==> src/rtl/spi_ram_master.sv <==
// SPI mode-0 initiator that pushes a 13-bit start address plus a stream of 16-bit words to a RAM responder.
// Optional SPI_STALL_TIMEOUT_EN adds STALL_LIMIT and an `aborted` pulse when the stream starves too long.
module spi_ram_master #(
  parameter int unsigned CLK_DIV    = 4,
  parameter int unsigned GAP_CYCLES = 8
`ifdef SPI_STALL_TIMEOUT_EN
  , parameter int unsigned STALL_LIMIT = 1024
`endif
) (
  input  logic        clk,
  input  logic        reset,
  input  logic        start,
  input  logic [12:0] start_addr,
  input  logic        in_valid,
  input  logic [15:0] in_data,
  input  logic        in_last,
  output logic        in_ready,
  output logic        spi_sck,
  output logic        spi_cs,
  output logic        spi_mosi,
  output logic        busy,
  output logic        done
`ifdef SPI_STALL_TIMEOUT_EN
  , output logic      aborted
`endif
);

  localparam int unsigned CW = 8;
  localparam int unsigned BW = 4;
  localparam int unsigned DW = 16;

  typedef enum logic [2:0] {
    IDLE, CS_SETUP, ADDR, DATA, STALL, CS_HOLD, GAP
  } state_e;

  state_e         state_q, state_d;
  logic [CW-1:0]  cnt_q, cnt_d;
  logic [BW-1:0]  bit_q, bit_d;
  logic [DW-1:0]  shift_q, shift_d;
  logic           last_q, last_d;
  logic           sck_q, sck_d;
  logic           cs_q, cs_d;
  logic           mosi_q, mosi_d;
  logic           in_ready_q, in_ready_d;
  logic           busy_q, busy_d;
  logic           done_q, done_d;
  logic           take_c;
  logic           load_c;
`ifdef SPI_STALL_TIMEOUT_EN
  localparam int unsigned SW = $clog2(STALL_LIMIT + 1);
  logic [SW-1:0]  stall_cnt_q, stall_cnt_d;
  logic           abort_q, abort_d;
  logic           aborted_q, aborted_d;
  assign aborted = aborted_q;
`endif

  assign in_ready = in_ready_q;
  assign spi_sck  = sck_q;
  assign spi_cs   = cs_q;
  assign spi_mosi = mosi_q;
  assign busy     = busy_q;
  assign done     = done_q;

  // State and output registers
  always_ff @(posedge clk) begin
    if (reset) begin
      state_q    <= IDLE;
      cnt_q      <= '0;
      bit_q      <= '0;
      shift_q    <= '0;
      last_q     <= 1'b0;
      sck_q      <= 1'b0;
      cs_q       <= 1'b1;
      mosi_q     <= 1'b0;
      in_ready_q <= 1'b0;
      busy_q     <= 1'b0;
      done_q     <= 1'b0;
`ifdef SPI_STALL_TIMEOUT_EN
      stall_cnt_q <= '0;
      abort_q     <= 1'b0;
      aborted_q   <= 1'b0;
`endif
    end else begin
      state_q    <= state_d;
      cnt_q      <= cnt_d;
      bit_q      <= bit_d;
      shift_q    <= shift_d;
      last_q     <= last_d;
      sck_q      <= sck_d;
      cs_q       <= cs_d;
      mosi_q     <= mosi_d;
      in_ready_q <= in_ready_d;
      busy_q     <= busy_d;
      done_q     <= done_d;
`ifdef SPI_STALL_TIMEOUT_EN
      stall_cnt_q <= stall_cnt_d;
      abort_q     <= abort_d;
      aborted_q   <= aborted_d;
`endif
    end
  end

  assign take_c = in_valid & in_ready_q;

  // Next-state and output decode; in_ready is raised one cycle ahead so it is high on the boundary cycle
  always_comb begin
    state_d    = state_q;
    cnt_d      = cnt_q;
    bit_d      = bit_q;
    shift_d    = shift_q;
    last_d     = last_q;
    sck_d      = sck_q;
    cs_d       = cs_q;
    mosi_d     = mosi_q;
    in_ready_d = 1'b0;
    busy_d     = busy_q;
    done_d     = 1'b0;
    load_c     = 1'b0;
`ifdef SPI_STALL_TIMEOUT_EN
    stall_cnt_d = '0;
    abort_d     = abort_q;
    aborted_d   = 1'b0;
`endif
    case (state_q)
      IDLE: begin
        if (start) begin
          state_d = CS_SETUP;
          busy_d  = 1'b1;
          cs_d    = 1'b0;
          sck_d   = 1'b0;
          cnt_d   = '0;
          bit_d   = '0;
          shift_d = {2'b00, start_addr, 1'b0};
          mosi_d  = 1'b0;
          last_d  = 1'b0;
`ifdef SPI_STALL_TIMEOUT_EN
          abort_d = 1'b0;
`endif
        end
      end
      CS_SETUP: begin
        if (cnt_q == CW'(CLK_DIV - 1)) begin
          state_d = ADDR;
          cnt_d   = '0;
          bit_d   = '0;
        end else begin
          cnt_d = cnt_q + CW'(1);
        end
      end
      ADDR, DATA: begin
        if (cnt_q != CW'(CLK_DIV - 1)) begin
          cnt_d = cnt_q + CW'(1);
          if (sck_q && (bit_q == BW'(DW - 1)) && (cnt_q == CW'(CLK_DIV - 2)) &&
              ((state_q == ADDR) || !last_q)) begin
            in_ready_d = 1'b1;
          end
        end else if (!sck_q) begin
          sck_d = 1'b1;
          cnt_d = '0;
        end else if (bit_q != BW'(DW - 1)) begin
          sck_d   = 1'b0;
          cnt_d   = '0;
          bit_d   = bit_q + BW'(1);
          mosi_d  = shift_q[DW-1];
          shift_d = {shift_q[DW-2:0], 1'b0};
        end else begin
          sck_d = 1'b0;
          cnt_d = '0;
          bit_d = '0;
          if ((state_q == DATA) && last_q) begin
            state_d = CS_HOLD;
          end else if (take_c) begin
            load_c = 1'b1;
          end else begin
            state_d    = STALL;
            in_ready_d = 1'b1;
          end
        end
      end
      STALL: begin
        if (take_c) begin
          load_c = 1'b1;
`ifdef SPI_STALL_TIMEOUT_EN
        end else if (stall_cnt_q == SW'(STALL_LIMIT - 1)) begin
          state_d = CS_HOLD;
          cnt_d   = '0;
          abort_d = 1'b1;
`endif
        end else begin
          in_ready_d = 1'b1;
`ifdef SPI_STALL_TIMEOUT_EN
          stall_cnt_d = stall_cnt_q + SW'(1);
`endif
        end
      end
      CS_HOLD: begin
        if (cnt_q == CW'(CLK_DIV - 1)) begin
          state_d = GAP;
          cs_d    = 1'b1;
          cnt_d   = '0;
        end else begin
          cnt_d = cnt_q + CW'(1);
        end
      end
      GAP: begin
        if (cnt_q == CW'(GAP_CYCLES - 1)) begin
          state_d = IDLE;
          busy_d  = 1'b0;
          cnt_d   = '0;
`ifdef SPI_STALL_TIMEOUT_EN
          if (abort_q) aborted_d = 1'b1;
          else         done_d    = 1'b1;
`else
          done_d = 1'b1;
`endif
        end else begin
          cnt_d = cnt_q + CW'(1);
        end
      end
      default: state_d = IDLE;
    endcase

    // Accepted word: its first bit's low phase begins next cycle
    if (load_c) begin
      state_d = DATA;
      shift_d = {in_data[DW-2:0], 1'b0};
      mosi_d  = in_data[DW-1];
      last_d  = in_last;
      bit_d   = '0;
      cnt_d   = '0;
      sck_d   = 1'b0;
    end
  end

endmodule
==> config.mk <==
export PLATFORM = sky130hd
export DESIGN_NAME = spi_ram_master
export DESIGN_NICKNAME = d
export VERILOG_FILES = /design/src/rtl/spi_ram_master.sv
export SDC_FILE = /design/constraint.sdc
export NUM_CORES = 1
export LEC_CHECK = 0
export ABC_CLOCK_PERIOD_IN_PS = 5100
export CAP_MARGIN = 15
export CORE_ASPECT_RATIO = 2
export CORE_MARGIN = 1
export CORE_UTILIZATION = 45
export DETAILED_ROUTE_END_ITERATION = 8
export GPL_TIMING_DRIVEN = 0
export PLACE_DENSITY = 0.7
export REMOVE_ABC_BUFFERS = 1
export SLEW_MARGIN = 20
export SYNTH_ARGS = -nofsm -noshare
export SYNTH_HDL_FRONTEND = slang
export SYNTH_SLANG_ARGS = --single-unit
export TNS_END_PERCENT = 100
==> constraint.sdc <==
create_clock -name clk -period 5.1 [get_ports clk]
set_input_delay 0.51 -clock clk [delete_from_list [all_inputs] [get_ports clk]]
set_output_delay 0.51 -clock clk [all_outputs]
set_load 0.005 [all_outputs]
* Yosys cells after proc, flatten, opt, wreduce, memory -nomap -nowiden *
Index checks and enable logic that the tools add are counted.

word-level totals
  bits in registers = 38

operators by class
  $add $sub $neg = 2
  equality and inequality tests = 31
  multiplexer cells = 58
  bitwise gates (word level) = 3
  reduce and logical (&&, ||, !) cells = 29

operator list
  kind                                                                    number
  16-bit two-way mux                                                      5
  8-bit two-way mux                                                       4
  16-bit case mux with 2 select lines                                     1
  8-bit case mux with 4 select lines                                      1
  3-bit two-way mux                                                       9
  3-bit != test (second input constant)                                   9
  1-bit two-way mux                                                       24
  4-bit two-way mux                                                       5
  2-bit != test (second input constant)                                   9
  3-bit case mux with 6 select lines                                      1
  9-bit AND reduction                                                     2
  8-bit by 2-bit equality test with 1-bit output (second input constant)  2
  5-bit AND reduction                                                     3
  1-bit case mux with 2 select lines                                      6
  4-bit case mux with 3 select lines                                      1
  2-bit nonzero test                                                      5
  3-bit equality test (second input constant)                             3
  3-bit AND reduction                                                     3
  8-bit by 1-bit adder with 8-bit output (second input constant)          1
  8-bit by 3-bit equality test with 1-bit output (second input constant)  1
  4-bit != test (second input constant)                                   2
  8-bit by 2-bit != test with 1-bit output (second input constant)        1
  2-bit OR reduction                                                      4
  3-bit by 2-bit equality test with 1-bit output (second input constant)  2
  other kinds (13)                                                        19

* Logic depth before layout (Yosys ltp) *
Gate-level depths: netlist (run 1).

  word-level depth = 9
  mapped depth = 9
  depth with buffers taken out = 7

* Worst setup path before layout (run 1) *
No wires, ideal clock.

  path type = flip-flop to flip-flop
  from = register cnt_q[0]
  to = register cnt_q[5]
  setup time = 92 ps
  data arrival time = 1817 ps
  data required time = 5008 ps
  setup slack = 3191 ps
  cell stages (with the launch flop) = 9
  buffers on the path = 2
  path through = dfxtp_1 -> ha_1 -> buf_6 -> nor4b_4 -> and4_1 -> buf_2 -> a211o_2 -> nand2b_4 -> o32ai_1

between the ends
  cells in the longest elaborated chain, start to end = 4
  elaborated cells between the ends (all ways) = 11
  classes of those cells = 1 x add/sub; 3 x eq/ne; 6 x mux; 1 x reduce/logical

ends and longest elaborated chain
  what                                                                            line  source
  start, declared                                                                 37    logic [CW-1:0] cnt_q, cnt_d;
  start signal, assigned                                                          85    cnt_q <= cnt_d;
  branches (longest 4 deep; another with 8-bit by 1-bit adder with 8-bit output)  n/a

Parallel ways; which one is timed is not known.
A chain may end at the register's enable or synchronous reset.

* Worst setup path after layout (run 1) *
  from = register state_q[1]
  to = register shift_q[4]

between the ends
  cells in the longest elaborated chain, start to end = 9
  elaborated cells between the ends (all ways) = 19
  classes of those cells = 7 x eq/ne; 7 x mux; 5 x reduce/logical

ends and longest elaborated chain
  what                                                                         line      source
  start, declared                                                              36        state_e state_q, state_d;
  start signal, assigned                                                       84        state_q <= state_d;
  3-bit by 2-bit equality test with 1-bit output                               124, 170
  1-bit logical AND                                                            170       if ((state_q == DATA) && last_q) begin
  1-bit two-way mux                                                            170
  1-bit two-way mux                                                            160       end else if (bit_q != BW'(DW - 1)) begin
  1-bit two-way mux                                                            157       end else if (!sck_q) begin
  1-bit two-way mux                                                            151       if (cnt_q != CW'(CLK_DIV - 1)) begin
  1-bit case mux with 2 select lines                                           124       case (state_q)
  3-bit != test (no source line) / 3-bit nonzero test (equally long branches)  n/a
  5-bit AND reduction (no source line)                                         n/a
  end signal, assigned                                                         87        shift_q <= shift_d;
  end, declared                                                                39        logic [DW-1:0] shift_q, shift_d;

Several ways; a longest one is shown, not always the timed one.

==> out/metrics.cfg, run 1 <==
[outcome]
status=completed

[timing]
fin_crit_sh=0.604
setup_tns_ns=0
slew_headroom=0.374
finalSetupViolCount=0
period_minus_slack_ns=3.08
holdWs_ns=0.462
fmax_mhz=324
worst_pin_slew_ns=0.933
maxSlewViolCount=0
finalClockSkew_ns=0.00752
hold_violations=0
rsz0062_at_grt=false

[floorplan]
dieArea_um2=5310
coreArea_um2=4820
fp.dieW_um=52.0
die_y_um=102
initial_core_util=0.467
ioPinCount=40
num_rows=36

[worst_setup_path]
crit_chain=nand2b_1 -> a211o_1 -> nor2_2 -> o21ai_1 -> o2bb2ai_1
arrival_ns=3.29
start_kind=flop
timing.critical_path.buf_inv=0
path_max_fanout=19
worstSetupPathType=reg2reg
cp_data_required_time_ns=5.31
slowest_delay_ns=0.65
crit_family=compound AO/OA/AOI/OAI gates
slowest_stage=dfxtp_1
cp-end-kind=flop

[grt]
grt_max_degree=20
grt_overflow=0
grt_use_total=0.241
grt_antenna_before_repair=0
grt_pass1_vias=2117
grt_pass1_wl_mm=9.59

[route]
vias=2164
ant_nets=0
route.detailed.drc=0
routed_wl_mm=5.99
wl_per_cell_um=16.7
drt_iter0_drc=47
drtPass1Iterations=4
post_drt_via_cell_ratio=6.03

[clock_network]
cts-buffers-inserted=5
h-tree-depth=2
cts_root_buffer=clkbuf_8
postCtsHoldBufs=0
cts_buffer_depth=2
cts.sinks=37
cts_tree=built
cts_resized=0
worstSkewPairLatency_ns=0.29
clkTransAtPathRegs_ns=0.07
postCtsSetupBuffers=0

[yosys]
ys_seq_area_frac=0.329
ys_ff_latch=37
synthCells=275
synthesis.area_um2=2250
synth_cell_types=65
synth_edf_count=0
async_flop_share=0
syn_avg_cell_area_um2=8.19
yosysWarnings=0
synth_flop_cell=dfxtp_1

[layout]
nNetsFinal=338
fillers=494
drive_gt1_frac=0.0894
diodes=0
fin_cells=359
syn2layout_area_growth_pct=18.8

[run]
maxCapViolCount=0

[placed_design]
place_inst=351
place_congestion=0.902
io_buffers=39
place_hpwl_mm=4.28

[worst_hold_path]
min_path_type=reg2reg

[pwr]
power_density_nw_per_um2=220
vdd_drop_max_v=0.000143
leakage_nw=0.947

-- placed cells by master, fill, tap and decap left out, drive strengths merged, types with 2 or more instances in the layout --
cell,netlist,layout
nor2,15,15
and3,4,4
o31ai,4,4
clkdlybuf4s50,0,39
nor3b,3,3
nor3,2,2
and4,2,2
ha,3,3
inv,6,6
nand3b,3,3
dfxtp,37,37
and2b,2,2
o22ai,13,13
or3,3,3
o32ai,3,3
a211o,2,2
nand4,5,5
o2bb2ai,12,12
and2,2,2
a22oi,2,2
a21oi,19,19
clkinv,0,2
a31oi,3,3
nand3,22,22
nor4b,3,3
a221o,4,4
nand2,36,36
clkbuf,10,6
nor2b,4,4
o21ai,13,13
a21boi,2,2
nand2b,8,8
-- tightest hold or removal path: stages (launching register included) --
cell and delay [ns]:
dfxtp_1 0.31, nand2_1 0.05, a21oi_1 0.05
-- report_power, final --
group | internal (mW) | leakage (nW) | switching (mW)
sequential | 0.299 | 0.301 | 0.00845
clock | 0.0948 | 0.0450 | 0.104
combinational | 0.0464 | 0.600 | 0.0356
total | 0.440 | 0.947 | 0.148
-- layout make-up --
cell class / count / area (um2) / share of cell area
multi-input cells: 212 / 1370 / 0.511
flip-flops and latches: 37 / 741 / 0.277
repair buffers: 39 / 390 / 0.146
clock buffers: 6 / 72.6 / 0.0271
well taps: 57 / 71.3 / 0.0267
inverters: 6 / 22.5 / 0.00842
clock inverters: 2 / 10.0 / 0.00374
-- cells in the mapped netlist (4+ instances only) --
cell / instances / area (um2)
dfxtp_1: 37 / 741
nand2_1: 36 / 135
nand3_1: 21 / 105
a21oi_1: 17 / 85.1
nor2_1: 13 / 48.8
o22ai_1: 13 / 81.3
o21ai_0: 12 / 60.1
o2bb2ai_1: 12 / 105
clkbuf_1: 9 / 33.8
nand2b_1: 7 / 43.8
inv_1: 5 / 18.8
nand4_1: 5 / 31.3
a221o_1: 4 / 40.0
buf_2: 4 / 20.0
buf_6: 4 / 45.0
nor2b_1: 4 / 25.0
-- sequential cells by signal, indices dropped and copies added (netlist names) --
signal    flops
bit_q         4
busy          1
cnt_q         8
done          1
in_ready      1
last_q        1
shift_q      15
spi_cs        1
spi_mosi      1
spi_sck       1
state_q       3
-- through the flow --
step	setup WS (ns)	power (mW)	util	area [um2]
4_1_cts	2.02	0.594	0.553	2670
3_5_place_dp	2.03	0.395	0.536	2580
6_report	2.02	0.588	0.555	2670
5_1_grt	1.81	0.614	0.555	2670
3_3_place_gp	1.91	0.394	0.535	2580
2_1_floorplan	2.73	0.353	-	2120
-- cell families after synthesis --
| logic type | synth area share |
|---|---|
| DFF | 0.329 |
| adders and majority gates | 0.0167 |
| and+or+nand+nor | 0.311 |
| AOI/OAI and AO/OA | 0.265 |
| buffers and inverters | 0.0689 |
| muxes | 0.00945 |
-- worst paths after layout --
kind / from / to / slack [ns] / cells past startpoint
max reg2reg: state_q[1]$_SDFFE_PP0P_ / shift_q[4]$_SDFFE_PP0P_ / 2.02 / 5
min: busy$_SDFFE_PP0P_ / busy$_SDFFE_PP0P_ / 0.46 / 2
max: state_q[1]$_SDFFE_PP0P_ / shift_q[4]$_SDFFE_PP0P_ / 2.02 / 5
min reg2reg: busy$_SDFFE_PP0P_ / busy$_SDFFE_PP0P_ / 0.46 / 2
-- per-layer routing --
metal,vias to the layer above,wire length [um],track usage
li1,1079,-,-
met1,1040,2400,0.227
met2,38,3370,0.496
met3,7,150,0.0327
met4,0,69,0.0748
met5,-,0,0
Note: power is estimated with default switching activity, not from simulation.
==> run 2: changes to the inputs <==
--- a/config.mk
+++ b/config.mk
@@ -5,7 +5,7 @@
 export SDC_FILE = /design/constraint.sdc
 export NUM_CORES = 1
 export LEC_CHECK = 0
-export ABC_CLOCK_PERIOD_IN_PS = 5100
+export ABC_CLOCK_PERIOD_IN_PS = 3100
 export CAP_MARGIN = 15
 export CORE_ASPECT_RATIO = 2
 export CORE_MARGIN = 1
==> constraint.sdc (replaced) <==
create_clock -name clk -period 3.1 [get_ports clk]
set_input_delay 0.31 -clock clk [delete_from_list [all_inputs] [get_ports clk]]
set_output_delay 0.31 -clock clk [all_outputs]
set_load 0.005 [all_outputs]
==> run 2 against run 1 <==
Net effect:
- hold slack about the same
- largest cell class unchanged
- clock power rose by 64%
- first-iteration DRC count up 13%
- clock skew about the same
- critical endpoint unchanged
==> out/metrics.cfg, run 2 (synthesis results as in run 1) <==
[layout]
largest_register=shift_q
reg_top3=shift_q: 15 flops, cnt_q: 8 flops, bit_q: 4 flops
largest_register_ffs=15  ; unchanged
final_cell_mix=clkdlybuf4s50_1 (39), dfxtp_1 (37), nand2_1 (36)
fin_cells=359  ; unchanged
layout_commonest_cell=clkdlybuf4s50_1
fin_util=0.557  ; +0.00208
syn2layout_area_growth_pct=19.2
fin_area_um2=2680  ; +0.37%
nNetsFinal=338  ; unchanged
drive_gt1_frac=0.0894  ; unchanged
diodes=0  ; unchanged

[timing]
fin_ws_ns=0.250  ; -1.77 ns
finalClockSkew_ns=0.00746  ; -0.0000628 ns
maxSlewViolCount=0  ; unchanged
worst_pin_slew_ns=0.937  ; +0.00434 ns
finalSetupViolCount=0  ; unchanged
setup_tns_ns=0  ; unchanged
period_minus_slack_ns=2.85  ; -0.232 ns
fmax_mhz=351  ; +8.2%
hold_violations=0  ; unchanged
slew_headroom=0.371  ; -0.00291
holdWs_ns=0.462  ; -0.000186 ns
fin_crit_sh=0.919  ; +0.315
rsz0062_at_grt=false

[grt]
grt_max_degree=20  ; unchanged
grt_use_total=0.241  ; unchanged
grt_pass1_vias=2117  ; unchanged
grt_pass1_wl_mm=9.59  ; unchanged
grt_overflow=0  ; unchanged
grt_antenna_before_repair=0  ; unchanged

[placed_design]
postPlaceCellArea_um2=2580  ; unchanged
io_buffers=39  ; unchanged
place_congestion=0.902  ; unchanged
place_inst=351  ; unchanged
place_hpwl_mm=4.28  ; unchanged
dpl_worst_slack_ns=0.0307  ; -2.00 ns

[worst_setup_path]
path_max_fanout=17  ; -2
start_kind=flop
cp-end-kind=flop
arrival_ns=2.99  ; -0.30 ns
cp_data_required_time_ns=3.24  ; -2.07 ns
worstSetupPathType=reg2reg

[route]
drtPass1Iterations=4  ; unchanged
post_drt_via_cell_ratio=5.98  ; -0.74%
drt_iter0_drc=53  ; +13%
vias=2148  ; -0.74%
routed_wl_mm=5.98  ; -0.17%
ant_nets=0  ; unchanged
wl_per_cell_um=16.7  ; -0.17%
route.detailed.drc=0  ; unchanged

[pwr]
leakage_nw=0.947  ; about the same
power_density_nw_per_um2=361  ; +64%
vdd_drop_max_v=0.000236  ; +65%
finalPower_mw=0.968  ; +65%

[outcome]
status=completed

[clock_network]
cts_root_buffer=clkbuf_8
cts-buffers-inserted=5  ; unchanged
cts_buffer_depth=2  ; unchanged
worstSkewPairLatency_ns=0.29  ; about the same
postCtsHoldBufs=0  ; unchanged
clkTransAtPathRegs_ns=0.07  ; about the same
cts_tree=built
postCtsSetupBuffers=0  ; unchanged
h-tree-depth=2  ; unchanged
cts.sinks=37  ; unchanged

[floorplan]
dieArea_um2=5310  ; unchanged
die_y_um=102  ; unchanged
ioPinCount=40  ; unchanged
coreArea_um2=4820  ; unchanged
initial_core_util=0.467  ; unchanged
num_rows=36  ; unchanged
fp.dieW_um=52.0  ; unchanged

[worst_hold_path]
min_path_type=reg2reg

[run]
maxCapViolCount=0  ; unchanged

==> run 2: what timing repair did <==
action | CTS | global route
resized for setup | 0 | 2
setup endpoints to repair | 0 | 15
hold endpoints to repair | 0 | 0
==> run 2: where the power goes <==
| group | internal [mW] | switching (mW) | total [mW] |
|---|---|---|---|
| combinational | 0.0764 | 0.0586 | 0.135 |
| sequential | 0.492 | 0.0139 | 0.506 |
| clock | 0.156 | 0.171 | 0.327 |
==> run 2: layer usage <==
layer / up-vias / track usage / share of wire
met3: 7 / 0.0327 / 0.027
li1: 1078 / - / -
met2: 40 / 0.496 / 0.57
met1: 1023 / 0.227 / 0.39
met4: 0 / 0.0748 / 0.012
met5: - / 0 / 0
==> run 2: layout make-up <==
type                            instances  area (um2)
Timing Repair Buffer                   39         390
Tap cell                               57        71.3
Fill cell                             493        2140
Clock buffer                            6        72.6
Clock inverter                          2        10.0
Inverter                                6        22.5
Sequential cell                        37         741
Multi-Input combinational cell        212        1380
==> run 2: final timing paths <==
path / startpoint / cells past startpoint / to / slack, ns
min reg2reg: busy$_SDFFE_PP0P_ / 2 / busy$_SDFFE_PP0P_ / 0.46
min: busy$_SDFFE_PP0P_ / 2 / busy$_SDFFE_PP0P_ / 0.46
max reg2reg: state_q[0]$_SDFFE_PP0P_ / 5 / shift_q[4]$_SDFFE_PP0P_ / 0.25
max: state_q[0]$_SDFFE_PP0P_ / 5 / shift_q[4]$_SDFFE_PP0P_ / 0.25
==> run 2: critical path, cell delays in order (launching register included) <==
cell and delay (ns):
dfxtp_1 0.68, nor2_2 0.19, nand4_1 0.51, o211ai_1 0.33, o21ai_1 0.82, o2bb2ai_1 0.16
